$ cat config.mk
export PLATFORM = sky130hd
export DESIGN_NAME = uart_wb_loader
export DESIGN_NICKNAME = d
export VERILOG_FILES = /design/src/rtl/osiris_loader_pkg.sv /design/src/rtl/loader_wb_master.sv /design/src/rtl/uart_wb_loader.sv
export SDC_FILE = /design/constraint.sdc
export NUM_CORES = 1
export LEC_CHECK = 0
export CAP_MARGIN = 20
export CORE_MARGIN = 5
export CORE_UTILIZATION = 35
export DETAILED_ROUTE_END_ITERATION = 10
export PLACE_DENSITY = 0.55
export SYNTH_ARGS = -nofsm -noshare
export SYNTH_HDL_FRONTEND = slang
export SYNTH_SLANG_ARGS = --single-unit
$ cat constraint.sdc
create_clock -name clk -period 5.75 [get_ports clk]
set_input_delay 1.15 -clock clk [delete_from_list [all_inputs] [get_ports clk]]
set_output_delay 1.15 -clock clk [all_outputs]
set_load 0.02 [all_outputs]
$ cat src/rtl/osiris_loader_pkg.sv
// Shared constants and types for the framed UART-to-Wishbone loader.
package osiris_loader_pkg;

    // Frame start marker; every other byte is dropped while idle.
    localparam logic [7:0] SYNC_BYTE    = 8'hA5;

    // Response status codes returned after each frame.
    localparam logic [7:0] RESP_ACK     = 8'h06;
    localparam logic [7:0] RESP_BAD_CHK = 8'h15;
    localparam logic [7:0] RESP_BAD_TGT = 8'h16;
    localparam logic [7:0] RESP_BUS_ERR = 8'h17;

    typedef enum logic [2:0] {
        ST_IDLE,
        ST_CMD,
        ST_ADDR,
        ST_LEN,
        ST_DATA,
        ST_WB_WRITE,
        ST_CHK,
        ST_RESP
    } loader_state_t;

    // States in which the loader takes bytes from the receiver.
    function automatic logic takes_rx(input loader_state_t s);
        return !(s == ST_WB_WRITE || s == ST_RESP);
    endfunction

endpackage

$ cat src/rtl/loader_wb_master.sv
// Single Wishbone classic write handshake with timeout and one-hot target select.
module loader_wb_master #(
    parameter int N_TARGETS      = 2,
    parameter int TIMEOUT_CYCLES = 255
) (
    input  logic                 clk,
    input  logic                 rst_n,
    input  logic                 start,
    input  logic [6:0]           tgt_idx,
    input  logic                 wb_ack,
    input  logic                 wb_err,
    output logic                 cyc,
    output logic [N_TARGETS-1:0] tgt,
    output logic                 done,
    output logic                 error
);

    localparam int TO_W = $clog2(TIMEOUT_CYCLES + 1);

    logic            cyc_reg;
    logic [TO_W-1:0] cnt_reg;
    logic            timeout;

    // The last allowed edge is the one where the count has reached TIMEOUT_CYCLES-1.
    assign timeout = (cnt_reg == TO_W'(TIMEOUT_CYCLES - 1));
    assign done    = cyc_reg && (wb_ack || wb_err || timeout);
    // A simultaneous ack wins over a timeout, but not over an explicit error.
    assign error   = cyc_reg && (wb_err || (timeout && !wb_ack));
    assign cyc     = cyc_reg;

    // Cycle flag and per-write edge counter.
    always_ff @(posedge clk or negedge rst_n) begin
        if (!rst_n) begin
            cyc_reg <= 1'b0;
            cnt_reg <= '0;
        end else if (start) begin
            cyc_reg <= 1'b1;
            cnt_reg <= '0;
        end else if (done) begin
            cyc_reg <= 1'b0;
            cnt_reg <= '0;
        end else if (cyc_reg) begin
            cnt_reg <= cnt_reg + 1'b1;
        end
    end

    // One-hot target decode, only meaningful while a cycle is open.
    generate
        for (genvar gi = 0; gi < N_TARGETS; gi++) begin : g_tgt
            assign tgt[gi] = cyc_reg && (tgt_idx == 7'(gi));
        end
    endgenerate

endmodule

$ cat src/rtl/uart_wb_loader.sv
// Framed UART byte-stream loader driving a multi-target Wishbone write master.
module uart_wb_loader
    import osiris_loader_pkg::*;
#(
    parameter int DATA_WIDTH     = 32,
    parameter int ADDR_WIDTH     = 32,
    parameter int N_TARGETS      = 2,
    parameter int TIMEOUT_CYCLES = 255
) (
    input  logic                    clk,
    input  logic                    rst_n,
    input  logic [7:0]              i_rx_data,
    input  logic                    i_rx_valid,
    output logic                    o_rx_ready,
    output logic [7:0]              o_tx_data,
    output logic                    o_tx_valid,
    input  logic                    i_tx_ready,
    output logic                    o_wb_cyc,
    output logic                    o_wb_stb,
    output logic                    o_wb_we,
    output logic [ADDR_WIDTH-1:0]   o_wb_adr,
    output logic [DATA_WIDTH-1:0]   o_wb_dat,
    output logic [DATA_WIDTH/8-1:0] o_wb_sel,
    output logic [N_TARGETS-1:0]    o_wb_tgt,
    input  logic                    i_wb_ack,
    input  logic                    i_wb_err,
    output logic                    o_core_hold,
    output logic                    o_busy
);

    localparam int ABYTES = ADDR_WIDTH / 8;
    localparam int DBYTES = DATA_WIDTH / 8;
    localparam int CNT_W  = 16;

    loader_state_t state_reg, state_next;

    logic [CNT_W-1:0]      byte_cnt_reg;
    logic [ADDR_WIDTH-1:0] adr_reg;
    logic [DATA_WIDTH-1:0] word_reg;
    logic [7:0]            len_reg;
    logic [7:0]            chk_reg;
    logic [6:0]            tgt_reg;
    logic                  bad_tgt_reg;
    logic                  wb_fail_reg;
    logic [7:0]            tx_data_reg;

    logic rx_ready_reg, rx_ready_next;
    logic tx_valid_reg, tx_valid_next;
    logic hold_reg, hold_next;

    logic                  accept;
    logic                  addr_last;
    logic                  word_last;
    logic                  skip_word;
    logic                  wb_start;
    logic                  wb_cyc;
    logic                  wb_done;
    logic                  wb_error;
    logic [N_TARGETS-1:0]  wb_tgt;
    logic [7:0]            status;
    logic [ADDR_WIDTH+7:0] adr_shift;
    logic [DATA_WIDTH+7:0] word_shift;

    assign accept    = i_rx_valid && rx_ready_reg;
    assign addr_last = (byte_cnt_reg == CNT_W'(ABYTES - 1));
    assign word_last = (byte_cnt_reg == CNT_W'(DBYTES - 1));
    // After a bad target or a failed write, words are drained without touching the bus.
    assign skip_word = bad_tgt_reg || wb_fail_reg;
    assign wb_start  = (state_reg == ST_DATA) && accept && word_last && !skip_word;

    // Little-endian assembly: each new byte enters at the top and shifts down.
    assign adr_shift  = {i_rx_data, adr_reg};
    assign word_shift = {i_rx_data, word_reg};

    // Final status, evaluated while the CHK byte is on the receiver port.
    assign status = bad_tgt_reg                   ? RESP_BAD_TGT :
                    wb_fail_reg                   ? RESP_BUS_ERR :
                    ((chk_reg ^ i_rx_data) != 8'h00) ? RESP_BAD_CHK : RESP_ACK;

    loader_wb_master #(
        .N_TARGETS      (N_TARGETS),
        .TIMEOUT_CYCLES (TIMEOUT_CYCLES)
    ) u_wb_master (
        .clk     (clk),
        .rst_n   (rst_n),
        .start   (wb_start),
        .tgt_idx (tgt_reg),
        .wb_ack  (i_wb_ack),
        .wb_err  (i_wb_err),
        .cyc     (wb_cyc),
        .tgt     (wb_tgt),
        .done    (wb_done),
        .error   (wb_error)
    );

    // Frame state register.
    always_ff @(posedge clk or negedge rst_n) begin
        if (!rst_n) begin
            state_reg <= ST_IDLE;
        end else begin
            state_reg <= state_next;
        end
    end

    // Frame sequencing.
    always_comb begin
        state_next = state_reg;
        case (state_reg)
            ST_IDLE:     if (accept && i_rx_data == SYNC_BYTE) state_next = ST_CMD;
            ST_CMD:      if (accept) state_next = ST_ADDR;
            ST_ADDR:     if (accept && addr_last) state_next = ST_LEN;
            ST_LEN:      if (accept) state_next = ST_DATA;
            ST_DATA: begin
                if (accept && word_last) begin
                    if (!skip_word)          state_next = ST_WB_WRITE;
                    else if (len_reg == 8'd0) state_next = ST_CHK;
                end
            end
            ST_WB_WRITE: if (wb_done) state_next = (len_reg == 8'd0) ? ST_CHK : ST_DATA;
            ST_CHK:      if (accept) state_next = ST_RESP;
            ST_RESP:     if (tx_valid_reg && i_tx_ready) state_next = ST_IDLE;
            default:     state_next = ST_IDLE;
        endcase
    end

    // Registered handshake outputs follow the state being entered.
    always_comb begin
        rx_ready_next = takes_rx(state_next);
        tx_valid_next = (state_next == ST_RESP);
        hold_next     = (state_next != ST_IDLE);
    end

    // Output registers; core hold has no combinational path from inputs.
    always_ff @(posedge clk or negedge rst_n) begin
        if (!rst_n) begin
            rx_ready_reg <= 1'b0;
            tx_valid_reg <= 1'b0;
            hold_reg     <= 1'b0;
        end else begin
            rx_ready_reg <= rx_ready_next;
            tx_valid_reg <= tx_valid_next;
            hold_reg     <= hold_next;
        end
    end

    // Frame datapath: target, address counter, word assembler, length, checksum, status.
    always_ff @(posedge clk or negedge rst_n) begin
        if (!rst_n) begin
            byte_cnt_reg <= '0;
            adr_reg      <= '0;
            word_reg     <= '0;
            len_reg      <= '0;
            chk_reg      <= '0;
            tgt_reg      <= '0;
            bad_tgt_reg  <= 1'b0;
            wb_fail_reg  <= 1'b0;
            tx_data_reg  <= '0;
        end else begin
            case (state_reg)
                ST_IDLE: begin
                    if (accept && i_rx_data == SYNC_BYTE) begin
                        chk_reg      <= '0;
                        bad_tgt_reg  <= 1'b0;
                        wb_fail_reg  <= 1'b0;
                        byte_cnt_reg <= '0;
                    end
                end
                ST_CMD: begin
                    if (accept) begin
                        tgt_reg      <= i_rx_data[6:0];
                        bad_tgt_reg  <= ({1'b0, i_rx_data[6:0]} >= 8'(N_TARGETS));
                        chk_reg      <= chk_reg ^ i_rx_data;
                        byte_cnt_reg <= '0;
                    end
                end
                ST_ADDR: begin
                    if (accept) begin
                        adr_reg      <= adr_shift[ADDR_WIDTH+7:8];
                        chk_reg      <= chk_reg ^ i_rx_data;
                        byte_cnt_reg <= addr_last ? '0 : byte_cnt_reg + 1'b1;
                    end
                end
                ST_LEN: begin
                    if (accept) begin
                        len_reg      <= i_rx_data;
                        chk_reg      <= chk_reg ^ i_rx_data;
                        byte_cnt_reg <= '0;
                    end
                end
                ST_DATA: begin
                    if (accept) begin
                        word_reg     <= word_shift[DATA_WIDTH+7:8];
                        chk_reg      <= chk_reg ^ i_rx_data;
                        byte_cnt_reg <= word_last ? '0 : byte_cnt_reg + 1'b1;
                        if (word_last && skip_word) begin
                            adr_reg <= adr_reg + ADDR_WIDTH'(DBYTES);
                            len_reg <= len_reg - 1'b1;
                        end
                    end
                end
                ST_WB_WRITE: begin
                    if (wb_done) begin
                        adr_reg <= adr_reg + ADDR_WIDTH'(DBYTES);
                        len_reg <= len_reg - 1'b1;
                        if (wb_error) wb_fail_reg <= 1'b1;
                    end
                end
                ST_CHK: begin
                    if (accept) tx_data_reg <= status;
                end
                ST_RESP: begin
                    if (tx_valid_reg && i_tx_ready) tx_data_reg <= '0;
                end
                default: ;
            endcase
        end
    end

    assign o_rx_ready  = rx_ready_reg;
    assign o_tx_valid  = tx_valid_reg;
    assign o_tx_data   = tx_data_reg;
    assign o_core_hold = hold_reg;
    assign o_busy      = (state_reg != ST_IDLE);
    assign o_wb_cyc    = wb_cyc;
    assign o_wb_stb    = wb_cyc;
    assign o_wb_we     = wb_cyc;
    assign o_wb_sel    = {DBYTES{wb_cyc}};
    assign o_wb_adr    = wb_cyc ? adr_reg  : '0;
    assign o_wb_dat    = wb_cyc ? word_reg : '0;
    assign o_wb_tgt    = wb_tgt;

endmodule

==> impl_metrics.toml, run 1 <==
[sta]
clock-skew-final_ns = 0.0126
setup_tns_ns = 0
finalCriticalPeriod_ns = 3.55
relSlewSlack_pct = 33.6
max_freq_mhz = 281
finalHoldViolations = 0
finalCritPeriodShare_pct = 61.8
worst_slew_pin_slew_ns = 0.991
rsz0062_at_grt = "no"
holdWs_ns = 0.488
maxSlewViolCount = 0
setup_viol = 0

[worst_setup_path]
required_ns = 6.09
cp_slowest_stage_delay_ns = 0.68
cp_top_family = "simple AND/OR/NAND/NOR gates"
cp.depth = 6
path_cells = "clkdlybuf4s50_1 > and4_1 > a21oi_1 > or2_1 > nor2_1 > nor2_1"
reg2reg_depth = 6
worst-setup-path-type = "in2reg"
start_kind = "input pin"
critPathBufInv = 1
startpoint = "i_rx_data[0]"
path_common_cell = "nor2_1"
reg2reg_from = "state_reg[1]"
end_kind = "register"
arrival_ns = 3.89
cp_max_fo = 19
cpMaxStageDelayCell = "a21oi_1"

[yosys]
syn_area_sq_um = 7190
synth-edff-count = 0
ys.flop_type = "dfrtp_1"
ys_types = 69
synth-seq-cells = 124
synth_area_leaders = "dfrtp_1 (43%), mux2_2 (6.4%), and2_1 (6.0%)"
ys_async_sr_fraction_pct = 100
synth_area_leader_cell = "dfrtp_1"
yosys_warnings = 0
synth_seq_area_share_pct = 43.1
synth_top_area_share_pct = 43.1
avgSynthCellArea_sq_um = 9.33
syn-instance-count = 771

[final_layout]
fin_util_pct = 43.7
antenna_cells = 0
nets = 852
final_common_cell = "dfrtp_1"
fillers = 1984
multi_input_area_sq_um = 3740
seq_area_sq_um = 3100
drive_gt1_share_pct = 11.8
syn_to_final_growth_pct = 23.0
final_cell_mix = "dfrtp_1 (123), clkdlybuf4s50_1 (93), and2_1 (69), nor2_1 (53), nand2_1 (48)"

[power_and_ir_drop]
power_mw = 4.31
seqPwrFrac_pct = 36.4
power.switching_mw = 1.76
power.density_nw_per_um2 = 487
vdd_drop_max_uv = 351
p_sw_share_pct = 40.8
internal-power_mw = 2.55
p_clk_share_pct = 25.6
p_comb_share_pct = 38.1
p_leak_nw = 3.57

[detailed_routing]
drtAntennaViolNets = 0
wl_per_cell_um = 17.3
totalWireLength_mm = 19.4
drt_iter0_markers = 368
drc_errors = 0
viasPerCell = 5.43
drt_first_pass_iters = 5
via_count = 6055

[floorplanning]
rows = 52
core-area_sq_um = 20200
io_pins = 99
fp.dieH_um = 153
start_util_pct = 35.6
die_area_sq_um = 23500
die_x_um = 153

[run]
drv_cap = 0

[grt]
antenna_found_initial = 0
grt_use_total_pct = 16.3
grt_pass1_wl_mm = 31.3
grt_pass1_vias = 5777
grt_max_degree = 61
grt_overflow = 0

[cts]
cts_buffer_depth = 2
cts_buffers = 17
root_buffer = "clkbuf_16"
ctsResizeCount = 0
cts_max_level = 4
cts_tree = "built"
cts_sinks = 124
clkLatencyLatePin_ns = 0.42
clkTransAtPathRegs_ns = 0.06
ctsHoldBuffers = 0
postCtsSetupBuffers = 0

[worst_hold_path]
min_from = "o_tx_data[2]"
worstHoldPathType = "reg2reg"
min_path_cells = 2

[placement]
dpl.hpwl_mm = 13.0
io_buffers = 94
place.gp.congestion = 0.821

[outcome]
status = "finished, final reports clean"
-- cell type report --
cell class                      count  area share [%]
Clock buffer                       21            5.32
Clock inverter                     11            1.53
Inverter                           13           0.552
Multi-Input combinational cell    573            42.2
Sequential cell                   124            35.1
Tap cell                          270            3.82
Timing Repair Buffer              104            11.5
-- synth_stat cells, types with 14 or more instances --
| library cell | number |
|---|---|
| a21oi_1 | 34 |
| and2_1 | 69 |
| nor3_1 | 25 |
| nand2_1 | 48 |
| dfrtp_1 | 124 |
| a31oi_1 | 25 |
| buf_4 | 14 |
| o31ai_1 | 16 |
| nor2_1 | 54 |
| nand3_1 | 27 |
| clkbuf_1 | 28 |
| xnor2_1 | 16 |
| nand2b_1 | 15 |
| mux2_2 | 41 |
| o21ai_0 | 45 |
| buf_2 | 18 |
-- metal layers --
| layer | global-route usage, % | vias up | wire length, um |
|---|---|---|---|
| met5 | 0 | - | 0 |
| met4 | 3.95 | 0 | 189 |
| met3 | 3.76 | 15 | 860 |
| met2 | 26.4 | 157 | 9080 |
| met1 | 22.2 | 2963 | 9220 |
| li1 | - | 2920 | - |
-- kinds of logic after synthesis --
| family | count (synthesis) | synth area share (%) |
|---|---|---|
| flops | 124 | 43.1 |
| compound gates | 187 | 17.1 |
| buf+inv | 77 | 5.29 |
| xor+xnor | 17 | 2.07 |
| simple gates | 315 | 24.6 |
| other cells | 1 | 0.0521 |
| mux | 45 | 6.97 |
| fa+ha+maj | 5 | 0.870 |
-- stage by stage --
stage,instances,area (sq um),setup WS [ns]
2_1_floorplan,774,7210,2.88
3_3_place_gp,1084,8240,1.87
3_5_place_dp,1084,8240,1.82
4_1_cts,1116,8850,2.16
5_1_grt,1116,8850,2.00
6_report,1116,8850,2.20
-- worst paths after layout --
| path | to | slack, ns |
|---|---|---|
| max in group asynchronous | u_wb_master.cyc | 4.20 |
| setup reg to reg | byte_cnt_reg[13] | 2.72 |
| hold reg to reg | o_tx_data[2] | 0.49 |
| hold / removal | o_tx_data[2] | 0.49 |
| min in group asynchronous | u_wb_master.cnt_reg[4] | 0.55 |
| setup / recovery | byte_cnt_reg[13] | 2.20 |
-- power groups by stage --
stage | Clock, mW | Sequential [mW] | Combinational (mW)
finish | 1.10 | 1.57 | 1.64
detailed placement | 0 | 1.58 | 1.64
global route | 1.16 | 1.62 | 1.81
floorplan | 0 | 1.45 | 1.30
global placement | 0 | 1.58 | 1.62
CTS | 1.12 | 1.56 | 1.65
-- tightest hold or removal path, cell delays in order (launching register included) --
cell and delay, ns:
dfrtp_1 0.35, nand2_1 0.05, nand2_1 0.05
Power figures use the tool's default switching activity.
==> run 2, diff against run 1 <==
==> constraint.sdc (replaced) <==
create_clock -name clk -period 3.36 [get_ports clk]
set_input_delay 0.672 -clock clk [delete_from_list [all_inputs] [get_ports clk]]
set_output_delay 0.672 -clock clk [all_outputs]
set_load 0.02 [all_outputs]
==> run 2 against run 1 <==
Net effect: flip-flop and latch count unchanged; register-to-register slack got worse by 1.9 ns; total power is 77% higher; sequential share of layout area shrank 0.78 points; global-route usage increased by 0.62 points; die area stayed put; count of clock-buffer cells in the layout fell by 2; setup slack worse by 1.7 ns; sequential power rose by 71%; highest routed layer unchanged; largest power group unchanged; final cell count up 1.6%.
==> impl_metrics.toml, run 2 (synthesis gave the netlist of run 1 again) <==
[outcome]
status = "finished, final reports clean"

[cts]
cts_max_level = 4
ctsHoldBuffers = 0
cts_buffer_depth = 2
cts_tree = "built"
cts_buffers = 17
clkTransAtPathRegs_ns = 0.06
postCtsSetupBuffers = 0
ctsResizeCount = 0
clkLatencyLatePin_ns = 0.42
root_buffer = "clkbuf_16"
cts_sinks = 124

[floorplanning]
start_util_pct = 35.6
fp.dieH_um = 153
io_pins = 99
die_area_sq_um = 23500
core-area_sq_um = 20200
die_x_um = 153
rows = 52

[final_layout]
drive_gt1_share_pct = 13.6
syn_to_final_growth_pct = 25.8
seq_area_sq_um = 3100
nets = 869
final_common_cell = "dfrtp_1"
final_cell_mix = "dfrtp_1 (123), clkdlybuf4s50_1 (93), and2_1 (69), nor2_1 (53), nand2_1 (48)"
fillers = 1968
multi_input_area_sq_um = 3740

[detailed_routing]
drc_errors = 0
totalWireLength_mm = 19.5
drtAntennaViolNets = 0
drt_first_pass_iters = 9
viasPerCell = 5.41
wl_per_cell_um = 17.2
drt_iter0_markers = 489
via_count = 6130

[power_and_ir_drop]
power.density_nw_per_um2 = 843
p_leak_nw = 3.69
vdd_drop_max_uv = 331

[sta]
holdWs_ns = 0.205
relSlewSlack_pct = 46.8
finalCriticalPeriod_ns = 2.87
clock-skew-final_ns = 0.0104
worst_slew_pin_slew_ns = 0.791
setup_tns_ns = 0
finalCritPeriodShare_pct = 85.6
finalHoldViolations = 0
rsz0062_at_grt = "no"
max_freq_mhz = 348
maxSlewViolCount = 0
setup_viol = 0

[grt]
grt_pass1_vias = 5954
grt_overflow = 0
grt_max_degree = 58
grt_pass1_wl_mm = 32.5
antenna_found_initial = 1
grt_use_total_pct = 16.9

[run]
drv_cap = 0

[worst_setup_path]
required_ns = 2.69
cp_top_family = "buffers and inverters"
worst-setup-path-type = "reg2out"
cp_slowest_stage_delay_ns = 0.65
cpMaxStageDelayCell = "dfrtp_2"
end_kind = "output pin"
cp_max_fo = 31
arrival_ns = 2.20
start_kind = "register"
path_cells = "buf_4 > and2_1 > clkdlybuf4s50_1"
critPathBufInv = 2

[placement]
dpl.hpwl_mm = 13.4
place.gp.congestion = 0.827
io_buffers = 94

[worst_hold_path]
worstHoldPathType = "in2async"
-- run 2: cell types whose count changed in the layout (fill, tap and decap cells not counted) --
cell	delta
buf_12	+1
diode_2	+1
buf_4	+16
clkinv_2	+5
bufinv_16	+4
inv_6	-2
clkinvlp_4	-1
clkinv_4	-4
clkbuf_8	-2
-- run 2: power breakdown --
part | leakage (nW) | internal, mW | switching [mW]
clock | 0.323 | 1.40 | 0.694
sequential | 1.53 | 2.06 | 0.635
combinational | 1.84 | 1.21 | 1.63
-- run 2: cell type report --
| cell class | count | area share [%] |
|---|---|---|
| well taps | 270 | 3.73 |
| diodes | 1 | 0.0277 |
| flip-flops and latches | 124 | 34.3 |
| clock buffers | 19 | 4.90 |
| inverters | 13 | 0.539 |
| repair buffers | 121 | 12.8 |
| multi-input cells | 573 | 41.3 |
| clock inverters | 13 | 2.43 |
-- run 2: final timing paths --
path | start | endpoint | slack, ns | cells after the start
min in group clk | o_tx_data[2] | o_tx_data[2] | 0.49 | 2
hold reg to reg | o_tx_data[2] | o_tx_data[2] | 0.49 | 2
max in group asynchronous | rst_n | u_wb_master.cyc | 2.22 | 2
setup / recovery | u_wb_master.cyc | o_wb_adr[22] | 0.49 | 3
setup reg to reg | state_reg[1] | adr_reg[26] | 0.85 | 7
hold / removal | rst_n | u_wb_master.cnt_reg[3] | 0.21 | 1
-- run 2: stage by stage --
step / setup slack (ns) / power, mW / instances / utilization, % / cell area [sq um]
floorplan: 0.970 / 4.69 / 774 / - / 7210
global placement: 0.514 / 5.53 / 1101 / 41.4 / 8380
detailed placement: 0.491 / 5.55 / 1101 / 41.4 / 8380
CTS: 0.430 / 7.68 / 1133 / 44.7 / 9040
global route: 0.309 / 8.17 / 1134 / 44.7 / 9050
finish: 0.485 / 7.63 / 1134 / 44.7 / 9050
-- run 2: metal layers --
metal	track usage (%)	part of all wire [%]	routed length [um]
met1	22.7	47	9060
met2	26.8	46	9020
met3	4.01	5.3	1040
met4	5.97	1.8	346
met5	0	0	0
==> run 3, diff against run 2 <==
--- a/config.mk
+++ b/config.mk
@@ -10,6 +10,7 @@
 export CORE_UTILIZATION = 35
 export DETAILED_ROUTE_END_ITERATION = 10
 export PLACE_DENSITY = 0.55
+export SLEW_MARGIN = 20
 export SYNTH_ARGS = -nofsm -noshare
 export SYNTH_HDL_FRONTEND = slang
 export SYNTH_SLANG_ARGS = --single-unit
==> results of run 3 <==
Same layout as run 2: the final DEF is identical, and so are final timing and power.
